--- src/rtl/fmul_round_stage.sv ---
// fmul_round_stage: normalize-and-round back end of the binary32 multiplier.
// Stage 1 normalizes the 48-bit significand product and classifies specials;
// stage 2 rounds to nearest-even, flushes subnormals and packs the result.
// Two-deep valid/ready pipeline with a combinational ready chain, so a full
// pipeline can accept and drain in the same cycle without a bubble.
module fmul_round_stage (
    input  logic        clk,
    input  logic        rst_n,
    input  logic        in_valid,
    output logic        in_ready,
    input  logic        in_sign,
    input  logic [9:0]  in_exp,
    input  logic [47:0] in_mant,
    input  logic        in_zero,
    input  logic        in_inf,
    input  logic        in_nan,
    output logic        out_valid,
    input  logic        out_ready,
    output logic [31:0] out_z,
    output logic [2:0]  out_flags
);

    typedef enum logic [1:0] {
        CLS_NORMAL = 2'd0,
        CLS_ZERO   = 2'd1,
        CLS_INF    = 2'd2,
        CLS_NAN    = 2'd3
    } cls_e;

    localparam logic [31:0] QNAN = 32'h7FC0_0000;

    // ------------------------------------------------------------------
    // Handshake
    // ------------------------------------------------------------------
    logic s1_valid_q;
    logic out_valid_q;
    logic s1_en;
    logic s2_en;

    assign s2_en    = !out_valid_q || out_ready;
    assign s1_en    = !s1_valid_q || s2_en;
    assign in_ready = s1_en;

    // ------------------------------------------------------------------
    // Stage 1: normalize and classify
    // ------------------------------------------------------------------
    logic               norm;
    logic [22:0]        s1_frac_d;
    logic               s1_g_d;
    logic               s1_s_d;
    logic signed [10:0] s1_e_d;
    cls_e               s1_cls_d;

    logic               s1_sign_q;
    logic signed [10:0] s1_e_q;
    logic [22:0]        s1_frac_q;
    logic               s1_g_q;
    logic               s1_s_q;
    cls_e               s1_cls_q;

    // Select the 23 fraction bits, guard and sticky for either leading-one position.
    always_comb begin
        norm      = in_mant[47];
        s1_frac_d = norm ? in_mant[46:24] : in_mant[45:23];
        s1_g_d    = norm ? in_mant[23]    : in_mant[22];
        s1_s_d    = norm ? (|in_mant[22:0]) : (|in_mant[21:0]);
        // Exponent sum carries two biases; remove one and add the normalize shift.
        s1_e_d    = $signed({1'b0, in_exp} - 11'd127 + {10'd0, norm});
        if (in_nan) begin
            s1_cls_d = CLS_NAN;
        end else if (in_inf) begin
            s1_cls_d = CLS_INF;
        end else if (in_zero) begin
            s1_cls_d = CLS_ZERO;
        end else begin
            s1_cls_d = CLS_NORMAL;
        end
    end

    // Stage 1 valid tracks accepted beats; it advances whenever stage 2 can take the held beat.
    always_ff @(posedge clk or negedge rst_n) begin
        if (!rst_n) begin
            s1_valid_q <= 1'b0;
        end else if (s1_en) begin
            s1_valid_q <= in_valid;
        end
    end

    // Stage 1 payload is captured only on an accepted beat.
    always_ff @(posedge clk or negedge rst_n) begin
        if (!rst_n) begin
            s1_sign_q <= 1'b0;
            s1_e_q    <= '0;
            s1_frac_q <= '0;
            s1_g_q    <= 1'b0;
            s1_s_q    <= 1'b0;
            s1_cls_q  <= CLS_NORMAL;
        end else if (s1_en && in_valid) begin
            s1_sign_q <= in_sign;
            s1_e_q    <= s1_e_d;
            s1_frac_q <= s1_frac_d;
            s1_g_q    <= s1_g_d;
            s1_s_q    <= s1_s_d;
            s1_cls_q  <= s1_cls_d;
        end
    end

    // ------------------------------------------------------------------
    // Stage 2: round to nearest-even, range check, pack
    // ------------------------------------------------------------------
    logic               round_up;
    logic [23:0]        frac_sum;
    logic               carry;
    logic [22:0]        frac_rnd;
    logic signed [10:0] e_rnd;
    logic               ovf;
    logic               unf;
    logic [31:0]        out_z_d;
    logic [2:0]         out_flags_d;
    logic [31:0]        out_z_q;
    logic [2:0]         out_flags_q;

    // Rounding and packing; range checks use the exponent after the rounding carry.
    always_comb begin
        round_up = s1_g_q & (s1_s_q | s1_frac_q[0]);
        frac_sum = {1'b0, s1_frac_q} + {23'd0, round_up};
        carry    = frac_sum[23];
        frac_rnd = carry ? 23'd0 : frac_sum[22:0];
        e_rnd    = s1_e_q + $signed({10'd0, carry});
        ovf      = (e_rnd >= 11'sd255);
        unf      = (e_rnd <= 11'sd0);

        out_z_d     = '0;
        out_flags_d = '0;
        unique case (s1_cls_q)
            CLS_NAN: begin
                out_z_d = QNAN;
            end
            CLS_INF: begin
                out_z_d = {s1_sign_q, 8'hFF, 23'd0};
            end
            CLS_ZERO: begin
                out_z_d = {s1_sign_q, 31'd0};
            end
            default: begin
                if (ovf) begin
                    out_z_d     = {s1_sign_q, 8'hFF, 23'd0};
                    out_flags_d = 3'b101;
                end else if (unf) begin
                    // Subnormal results are flushed to a signed zero.
                    out_z_d     = {s1_sign_q, 31'd0};
                    out_flags_d = 3'b011;
                end else begin
                    out_z_d     = {s1_sign_q, e_rnd[7:0], frac_rnd};
                    out_flags_d = {2'b00, s1_g_q | s1_s_q};
                end
            end
        endcase
    end

    // Output valid follows stage 1 whenever the output register may be overwritten.
    always_ff @(posedge clk or negedge rst_n) begin
        if (!rst_n) begin
            out_valid_q <= 1'b0;
        end else if (s2_en) begin
            out_valid_q <= s1_valid_q;
        end
    end

    // Output payload loads only with a real beat, so it holds steady under backpressure.
    always_ff @(posedge clk or negedge rst_n) begin
        if (!rst_n) begin
            out_z_q     <= '0;
            out_flags_q <= '0;
        end else if (s2_en && s1_valid_q) begin
            out_z_q     <= out_z_d;
            out_flags_q <= out_flags_d;
        end
    end

    assign out_valid = out_valid_q;
    assign out_z     = out_z_q;
    assign out_flags = out_flags_q;

endmodule
--- config.mk ---
export PLATFORM = sky130hd
export DESIGN_NAME = fmul_round_stage
export DESIGN_NICKNAME = d
export VERILOG_FILES = /design/src/rtl/fmul_round_stage.sv
export SDC_FILE = /design/constraint.sdc
export NUM_CORES = 1
export LEC_CHECK = 0
export CAP_MARGIN = 20
export CORE_ASPECT_RATIO = 0.8
export CORE_MARGIN = 10
export CORE_UTILIZATION = 37
export CTS_CLUSTER_SIZE = 24
export DETAILED_ROUTE_END_ITERATION = 16
export PLACE_DENSITY = 0.64
export SLEW_MARGIN = 10
export SYNTH_ARGS = -nofsm -noshare
export SYNTH_HDL_FRONTEND = slang
export SYNTH_SLANG_ARGS = --single-unit
--- constraint.sdc ---
create_clock -name clk -period 9.5 [get_ports clk]
set_input_delay 1.9 -clock clk [delete_from_list [all_inputs] [get_ports clk]]
set_output_delay 1.9 -clock clk [all_outputs]
set_load 0.1 [all_outputs]
==> results of run 1 <==
[metrics by stage]
| step | cells | hold WS, ps | power [mW] | utilization | setup slack (ps) |
|---|---|---|---|---|---|
| 6_report | 686 | 479 | 1.12 | 0.498 | 3920 |
| 5_1_grt | 686 | 511 | 1.17 | 0.498 | 3870 |
| 4_1_cts | 686 | 488 | 1.12 | 0.498 | 3910 |
| 3_5_place_dp | 670 | 474 | 0.791 | 0.473 | 3920 |
| 3_3_place_gp | 670 | 460 | 0.783 | 0.473 | 3930 |
| 2_1_floorplan | 443 | 456 | 0.677 | - | 4870 |
[sequential cells by signal, summed over array words and instances (netlist names)]
signal / count
out_flags: 3
out_valid: 1
out_z: 32
s1_cls_q: 2
s1_e_q: 11
s1_frac_q: 23
s1_g_q: 1
s1_s_q: 1
s1_sign_q: 1
s1_valid_q: 1
[kinds of logic after synthesis]
logic type / synth area share
XOR/XNOR: 0.0787
flip-flops: 0.438
AND/OR/NAND/NOR: 0.184
buffers and inverters: 0.0426
AO/OA/AOI/OAI: 0.179
adder cells (fa/ha/maj): 0.0173
multiplexers: 0.0605
[layer usage]
layer / track usage / vias to the layer above / wire [µm]
li1: - / 1785 / -
met1: 0.191 / 1686 / 5700
met2: 0.200 / 94 / 4830
met3: 0.0359 / 10 / 694
met4: 0.0405 / 0 / 129
met5: 0 / - / 0
[worst max-delay path, delay by kind of cell]
family                 cells  cell delay, ps
and+or+nand+nor            1             160
buffers and inverters      2            1630
[cell usage after synthesis (all sizes together), types with 3 or more instances]
library cell   n  share of area
mux2i         24          0.055
o21ai         40          0.046
ha             6          0.017
nor4           6          0.010
o31ai         23          0.063
nor2          15          0.013
dfrtp         76           0.44
o211ai         3         0.0075
buf           16          0.024
xor2          24          0.048
nand4         15          0.022
clkbuf        12          0.010
xnor2         15          0.030
nand2b         7          0.010
nor3           5         0.0058
a21oi          3         0.0035
a211oi         5         0.0098
o311a          4         0.0092
and4           6          0.012
a31oi          3         0.0043
nand3         15          0.017
nand2         79          0.068
and2           5         0.0072
inv            9         0.0078
[where the power goes]
part	total (mW)	switching, mW	internal (mW)	leakage [nW]
clock network	0.333	0.149	0.184	0.142
registers	0.418	0.0508	0.368	0.951
logic	0.365	0.250	0.115	1.21
[final cells by class]
cell class | count | area (µm²) | share of cell area
clock buffer | 9 | 225 | 0.0393
clock inverter | 7 | 67.6 | 0.0118
inverter | 9 | 33.8 | 0.00589
multi-input combinational | 330 | 2270 | 0.396
sequential | 76 | 1900 | 0.332
tap | 148 | 185 | 0.0323
timing repair buffer | 107 | 1050 | 0.184
[path summary, 6_finish.rpt]
| kind | endpoint | slack, ps |
|---|---|---|
| worst max-delay path | in_ready | 3920 |
| worst min-delay path | out_z[31]$_DFFE_PN0P_ | 480 |
| worst max register to register | out_z[3]$_DFFE_PN0P_ | 5630 |
| worst min register to register | out_z[31]$_DFFE_PN0P_ | 480 |
| max in group asynchronous | s1_frac_q[1]$_DFFE_PN0P_ | 7070 |
| min in group asynchronous | s1_frac_q[16]$_DFFE_PN0P_ | 1790 |
==> out/qor.txt, run 1 <==
Async set or reset register ratio after synthesis = 1.00
# port buffers = 102
Worst Tran Pin Value = 1000 ps
Power density over the cells = 195 nW/µm²
CP max FO = 3
Worst-path clk slew = 60 ps
Worst-Skew Late Latency = 330 ps
# nets final = 605
Req. time, crit path = 7600 ps
Design Area, Final = 5740 µm²
All-Layer GR Usage = 0.136
Main flop type after synthesis = dfrtp_1
Syn nets = 515
CP Launch Point = out_ready
Die W = 141 µm
Post-route minimum period = 5580 ps
Rel. slew slack = 0.322
Initial core utilization = 0.377
Setup-failing EPs final = 0
P&R area growth vs syn = 32.1%
Yosys cell types = 53
Hold Crit Start = out_z[31]$_DFFE_PN0P_
Clock Skew = 6.91 ps
1st-iter DRT viols = 261
Worst vdd ir = 0.0920 mV
Wire per inst = 16.6 µm
Vias per inst = 5.21
Hold Path Cell Cnt = 2
CTS Buf Count = 9
CP Launch Type = input pin
RSZ-0062 raised after global routing = no
# rows = 35
Final Cycle Share = 0.588
First drt pass iteration count = 4
Kind of critical path = input pin to output pin
Clock Sinks = 76
Setup TNS = 0 ps
Area of the core = 11,500 µm²
Crit path cell chain = clkdlybuf4s50_1 > nand3b_1 > clkdlybuf4s50_1
Remaining DRCs = 0
Crit path DAT = 3680 ps
Worst r2r src = s1_frac_q[0]$_DFFE_PN0P_
FF-to-FF path depth = 12
Number of inserted diodes = 0
Fin. Hold Viols = 0
Vias in the first global route = 3,607
EDFF count, synth = 0
Layout cells sized above 1 = 0.0985
Register bit count reported by yosys = 76
HP Class = flop to flop
Post-cts gate resize count = 0
Grt total ovfl = 0
Antenna violations before repair = 0
CTS Buffer Depth = 2
Hold Buf Count CTS = 0
Lkg Pwr = 2.31 nW
Vias = 3,575
Commonest non-fill, non-tap cells in the layout = clkdlybuf4s50_1 (101), nand2_1 (78), dfrtp_1 (76)
H-tree lvl count = 3
Syn_area_per_cell = 9.80 µm²
Routability cong. = 0.829
Slowest stage delay, CP = 1160 ps
Status = complete, no violations
Overall die height = 117 µm
Most common cell after layout, fill and taps aside = clkdlybuf4s50_1
Area after DPL = 5440 µm²
Largest net degree at the start of global routing = 77
CP endpoint kind = output pin
Synth warn = 0
Routed Antenna Nets = 0
Routed Wire Length = 11,400 µm
Max-slew violations = 0
Clk root buf = clkbuf_16
Global-route wire length before repair = 18,400 µm
MaxCap Viol Count = 0
CTS tree = done
F_max = 0.179 GHz
Synthesized cell area = 4340 µm²
Post-synthesis instance total = 443
Post-synthesis sequential area ratio = 0.438
FILL cells = 1,076
Cell repeated most along the worst path = clkdlybuf4s50_1
Postcts setup bufs = 0
Slowest CP cell = clkdlybuf4s50_1
Io pins = 103
Die Footprint = 16,500 µm²
Post-DP HPWL = 8750 µm
(Power assumes the default switching activity.)
==> inputs of run 2 (changes only) <==
==> constraint.sdc (replaced) <==
create_clock -name clk -period 5.9 [get_ports clk]
set_input_delay 1.18 -clock clk [delete_from_list [all_inputs] [get_ports clk]]
set_output_delay 1.18 -clock clk [all_outputs]
set_load 0.1 [all_outputs]
==> run 2 against run 1 <==
  * Die area unchanged
  * Sequential share of layout area rose by 0.072 points
  * Critical path depth is the same
  * Sequential power up 61%
  * Global-route usage up 0.52 points
  * Total power increased by 60%
  * Clock power rose by 56%
==> out/qor.txt, run 2 (synthesis results as in run 1) <==
Status = complete, no violations
Inst Count DP = 670 (unchanged)
Slowest stage delay, CP = 1160 ps (about the same)
Worst r2r src = s1_frac_q[0]$_DFFE_PN0P_
Sw Ratio = 0.402 (-0.00139)
Setup TNS = 0 ps (unchanged)
Crit path DAT = 2970 ps (-710 ps)
MaxCap Viol Count = 0 (unchanged)
Clock Skew = 11.1 ps (+4.24 ps)
Io pins = 103 (unchanged)
CP endpoint kind = output pin
CTS tree = done
Die Footprint = 16,500 µm² (unchanged)
Fin. Hold Viols = 0 (unchanged)
Final cell count without fillers = 686 (unchanged)
WHS = 475 ps (-3.62 ps)
Hold Crit Start = out_z[31]$_DFFE_PN0P_
Postcts setup bufs = 0 (unchanged)
Max reg flops = 32 (unchanged)
Clock share of power = 0.291 (-0.008)
Kind of critical path = input pin to output pin
Net load switching power = 0.717 mW (+59%)
Vias = 3,565 (-0.28%)
Post-Place Worst Slack = 1750 ps (-2170 ps)
Routability cong. = 0.850 (+2.5%)
RSZ-0062 raised after global routing = no
Power density over the cells = 312 nW/µm² (+60%)
Post-route minimum period = 4150 ps
1st-iter DRT viols = 169 (-35%)
Comb pwr share = 0.331 (+0.004)
Hold Buf Count CTS = 0 (unchanged)
Clock Sinks = 76 (unchanged)
Remaining DRCs = 0 (unchanged)
Post-cts gate resize count = 0 (unchanged)
Worst Tran Pin Value = 991 ps (-12.4 ps)
Rel. slew slack = 0.330 (+0.00837)
Final Cycle Share = 0.703
Internal power = 1.07 mW (+60%)
H-tree lvl count = 3 (unchanged)
Die W = 141 µm (unchanged)
# rows = 35 (unchanged)
Most common cell after layout, fill and taps aside = clkdlybuf4s50_1
All-Layer GR Usage = 0.141 (+0.00518)
# nets final = 605 (unchanged)
Worst vdd ir = 0.131 mV (+42%)
Worst-Skew Late Latency = 340 ps (about the same)
Overall die height = 117 µm (unchanged)
Vias in the first global route = 3,708 (+2.8%)
CTS Buf Count = 9 (unchanged)
Area of the core = 11,500 µm² (unchanged)
Grt total ovfl = 0 (unchanged)
Crit path cell chain = clkdlybuf4s50_1 > nand3b_1 > clkdlybuf4s50_1
Cell repeated most along the worst path = clkdlybuf4s50_1
Routed Wire Length = 11,500 µm (+1.5%)
Lkg Pwr = 2.30 nW (-0.38%)
Worst-path clk slew = 60 ps (about the same)
Commonest non-fill, non-tap cells in the layout = clkdlybuf4s50_1 (101), nand2_1 (78), dfrtp_1 (76)
Layout cells sized above 1 = 0.0985 (unchanged)
Worst setup margin = 1750 ps (-2160 ps)
Reg power frac = 0.378 (+0.003)
Antenna violations before repair = 0 (unchanged)
First drt pass iteration count = 4 (unchanged)
CP max FO = 3 (unchanged)
Wire per inst = 16.8 µm (+1.5%)
Area of the multi-input gates = 2270 µm² (unchanged)
# port buffers = 102 (unchanged)
CP Launch Point = out_ready
Slowest CP cell = clkdlybuf4s50_1
Global-route wire length before repair = 19,100 µm (+3.4%)
Register Area = 1900 µm² (unchanged)
Clk root buf = clkbuf_16
Routed Antenna Nets = 0 (unchanged)
Reg2reg setup slack = 2120 ps (-3510 ps)
Post-DP HPWL = 9000 µm (+2.9%)
Vias per inst = 5.20 (-0.28%)
CTS Buffer Depth = 2 (unchanged)
FILL cells = 1,071 (-0.46%)
Number of inserted diodes = 0 (unchanged)
Initial core utilization = 0.377 (unchanged)
HP Class = flop to flop
F_max = 0.241 GHz
Largest net degree at the start of global routing = 77 (unchanged)
P&R area growth vs syn = 31.8%
Setup-failing EPs final = 0 (unchanged)
Req. time, crit path = 4720 ps (-2880 ps)
CP Launch Type = input pin
Max-slew violations = 0 (unchanged)
[run 2: changes by cell type in the layout (fill, tap and decap cells not counted)]
| cell | delta |
|---|---|
| clkinv_4 | -2 |
| clkinvlp_4 | +1 |
| inv_6 | +3 |
| inv_8 | -3 |
| clkinv_2 | +1 |
[run 2: critical path: cells and delay by family]
family | cells | cell delay, ps
buffers and inverters | 2 | 1630
AND/OR/NAND/NOR | 1 | 160
[run 2: metrics by stage]
stage | power, mW | instance area, µm² | util
2_1_floorplan | 1.09 | 4340 | -
3_5_place_dp | 1.28 | 5440 | 0.473
5_1_grt | 1.87 | 5720 | 0.497
3_3_place_gp | 1.26 | 5440 | 0.473
4_1_cts | 1.80 | 5720 | 0.497
6_report | 1.78 | 5720 | 0.497
[run 2: cell type report]
class	count	share of cell area
clock buffer	9	0.0394
clock inverter	7	0.00962
multi-input combinational	330	0.396
inverter	9	0.00590
tap	148	0.0324
sequential	76	0.332
timing repair buffer	107	0.184
[run 2: worst paths after layout]
kind,to,cells past startpoint
max,in_ready,3
min,out_z[31]$_DFFE_PN0P_,2
max reg2reg,out_z[2]$_DFFE_PN0P_,12
min reg2reg,out_z[31]$_DFFE_PN0P_,2
max in group asynchronous,out_z[29]$_DFFE_PN0P_,2
min in group asynchronous,out_z[16]$_DFFE_PN0P_,2
[run 2: routing by layer]
metal | up-vias | part of all wire | global-route usage
li1 | 1781 | - | -
met1 | 1669 | 0.50 | 0.192
met2 | 105 | 0.43 | 0.214
met3 | 10 | 0.067 | 0.0419
met4 | 0 | 0.0099 | 0.0371
met5 | - | 0 | 0
[run 2: power groups by stage]
| stage | registers (mW) | clock network (mW) | logic [mW] |
|---|---|---|---|
| floorplan | 0.875 | 0 | 0.215 |
| global placement | 0.679 | 0 | 0.585 |
| detailed placement | 0.682 | 0 | 0.594 |
| CTS | 0.672 | 0.532 | 0.596 |
| global route | 0.686 | 0.554 | 0.631 |
| finish | 0.674 | 0.519 | 0.591 |
==> inputs of run 3 (changes only) <==
==> constraint.sdc (replaced) <==
create_clock -name clk -period 4.3 [get_ports clk]
set_input_delay 0.86 -clock clk [delete_from_list [all_inputs] [get_ports clk]]
set_output_delay 0.86 -clock clk [all_outputs]
set_load 0.1 [all_outputs]
==> run 3 against run 2 <==
  * Sequential share of layout area fell by 0.39 points
  * First-iteration DRC count grew 5.3%
  * Sequential power grew 38%
  * Register-to-register slack got worse by 1400 ps
  * Critical path type is now flop to flop
  * Highest routed layer unchanged
==> out/qor.txt, run 3 (synthesis results as in run 1) <==
# rows = 35 (unchanged)
All-Layer GR Usage = 0.145 (+0.00377)
CTS tree = done
CTS Buf Count = 9 (unchanged)
Routed Wire Length = 11,700 µm (+1.2%)
HP Class = input pin to async pin
Commonest non-fill, non-tap cells in the layout = clkdlybuf4s50_1 (100), nand2_1 (78), dfrtp_1 (76)
Critical path's top delay family = simple AND/OR/NAND/NOR gates
Setup-failing EPs final = 0 (unchanged)
Postcts setup bufs = 0 (unchanged)
Clock Sinks = 76 (unchanged)
Largest net degree at the start of global routing = 51 (-34%)
Slowest CP cell = o211ai_2
CTS Buffer Depth = 2 (unchanged)
CP endpoint kind = flop
Most common cell after layout, fill and taps aside = clkdlybuf4s50_1
Cell repeated most along the worst path = ha_1
Buf/Inv on CP = 0 (-2)
Grt total ovfl = 0 (unchanged)
Rel. slew slack = 0.329 (-0.000716)
Antenna violations before repair = 0 (unchanged)
Worst vdd ir = 0.222 mV (+69%)
Final Cycle Share = 0.837
Area after DPL = 5440 µm² (about the same)
Clk root buf = clkbuf_16
Post-cts gate resize count = 0 (unchanged)
Lkg Pwr = 2.33 nW (+1.4%)
Die Footprint = 16,500 µm² (unchanged)
CP max FO = 11 (+8)
First drt pass iteration count = 5 (+1)
Req. time, crit path = 4550 ps (-170 ps)
WHS = 414 ps (-61.4 ps)
Remaining DRCs = 0 (unchanged)
Worst Tran Pin Value = 1000 ps (+11.9 ps)
Total power = 2.58 mW (+45%)
Wire per inst = 17.0 µm (+1.0%)
P&R area growth vs syn = 33.4%
CP Launch Type = flop
# nets final = 606 (+0.17%)
MaxCap Viol Count = 0 (unchanged)
Hold Buf Count CTS = 0 (unchanged)
RSZ-0062 raised after global routing = no
Slowest stage delay, CP = 390 ps (-770 ps)
# port buffers = 102 (unchanged)
Worst-Skew Late Latency = 340 ps (about the same)
Max-slew violations = 0 (unchanged)
Layout cells sized above 1 = 0.102 (+0.00353)
Setup TNS = 0 ps (unchanged)
FILL cells = 1,074 (+0.28%)
Overall die height = 117 µm (unchanged)
Max reg flops = 32 (unchanged)
Power density over the cells = 446 nW/µm² (+43%)
Number of inserted diodes = 0 (unchanged)
F_max = 0.278 GHz
H-tree lvl count = 3 (unchanged)
Kind of critical path = flop to flop
Fin. Hold Viols = 0 (unchanged)
Worst-path clk slew = 70 ps (about the same)
Post-route minimum period = 3600 ps
Vias per inst = 5.18 (-0.40%)
Io pins = 103 (unchanged)
Post-DP HPWL = 9290 µm (+3.1%)
Initial core utilization = 0.377 (unchanged)
Die W = 141 µm (unchanged)
1st-iter DRT viols = 178 (+5.3%)
Crit path cell chain = o21a_1 > ha_1 > nand2_1 > nor2_1 > and4_1 > ha_1 > ha_1 > nand4_1 > nor3_1 > xnor2_1 > o211ai_2 > o31ai_1
Area of the core = 11,500 µm² (unchanged)
Vias in the first global route = 3,612 (-2.6%)
Crit path DAT = 3850 ps (+880 ps)
Design Area, Final = 5790 µm² (+1.2%)
Vias = 3,556 (-0.25%)
Routability cong. = 0.867 (+2.0%)
Global-route wire length before repair = 19,300 µm (+1.3%)
Reg2reg setup slack = 700 ps (-1420 ps)
Status = complete, no violations
Clock Skew = 9.87 ps (-1.28 ps)
Routed Antenna Nets = 0 (unchanged)
## run 3: cell types whose count changed in the layout (fill, tap and decap cells not counted), sizes merged
cell / previous run / this run
buf: 6 / 8
bufinv: 0 / 2
clkdlybuf4s50: 101 / 100
clkinv: 1 / 0
inv: 13 / 12
## run 3: routing by layer
layer,global-route usage,part of all wire,up-vias
met5,0,0,-
met4,0.0440,0.0099,0
met3,0.0468,0.069,10
met2,0.203,0.42,107
met1,0.206,0.50,1655
li1,-,-,1784
## run 3: report_power, final
group          internal [mW]  switching [mW]  total [mW]
Combinational          0.255           0.561       0.816
Sequential             0.812           0.115       0.927
Clock                  0.518           0.321       0.839
## run 3: layout make-up
cell class / instances / area (µm²) / share of cell area
inverters: 9 / 33.8 / 0.00583
flip-flops and latches: 76 / 1900 / 0.328
well taps: 148 / 185 / 0.0320
clock buffers: 9 / 225 / 0.0389
repair buffers: 108 / 1070 / 0.185
multi-input cells: 330 / 2270 / 0.392
clock inverters: 7 / 106 / 0.0184
## run 3: stage by stage
step	worst slack [ps]	util	cells
after floorplan	1150	-	443
after global placement	816	0.472	670
after detailed placement	662	0.472	670
after CTS	679	0.501	686
after global routing	259	0.503	687
final	699	0.503	687
## run 3: final timing paths
check                                      startpoint                        to  depth (start not counted)
worst max-delay path               s1_s_q$_DFFE_PN0P_      out_z[3]$_DFFE_PN0P_                         12
min in group clk                out_z[31]$_DFFE_PN0P_     out_z[31]$_DFFE_PN0P_                          2
worst max register to register     s1_s_q$_DFFE_PN0P_      out_z[3]$_DFFE_PN0P_                         12
max in group asynchronous                       rst_n     s1_e_q[7]$_DFFE_PN0P_                          2
worst min-delay path                            rst_n  out_flags[2]$_DFFE_PN0P_                          1
worst min register to register  out_z[31]$_DFFE_PN0P_     out_z[31]$_DFFE_PN0P_                          2
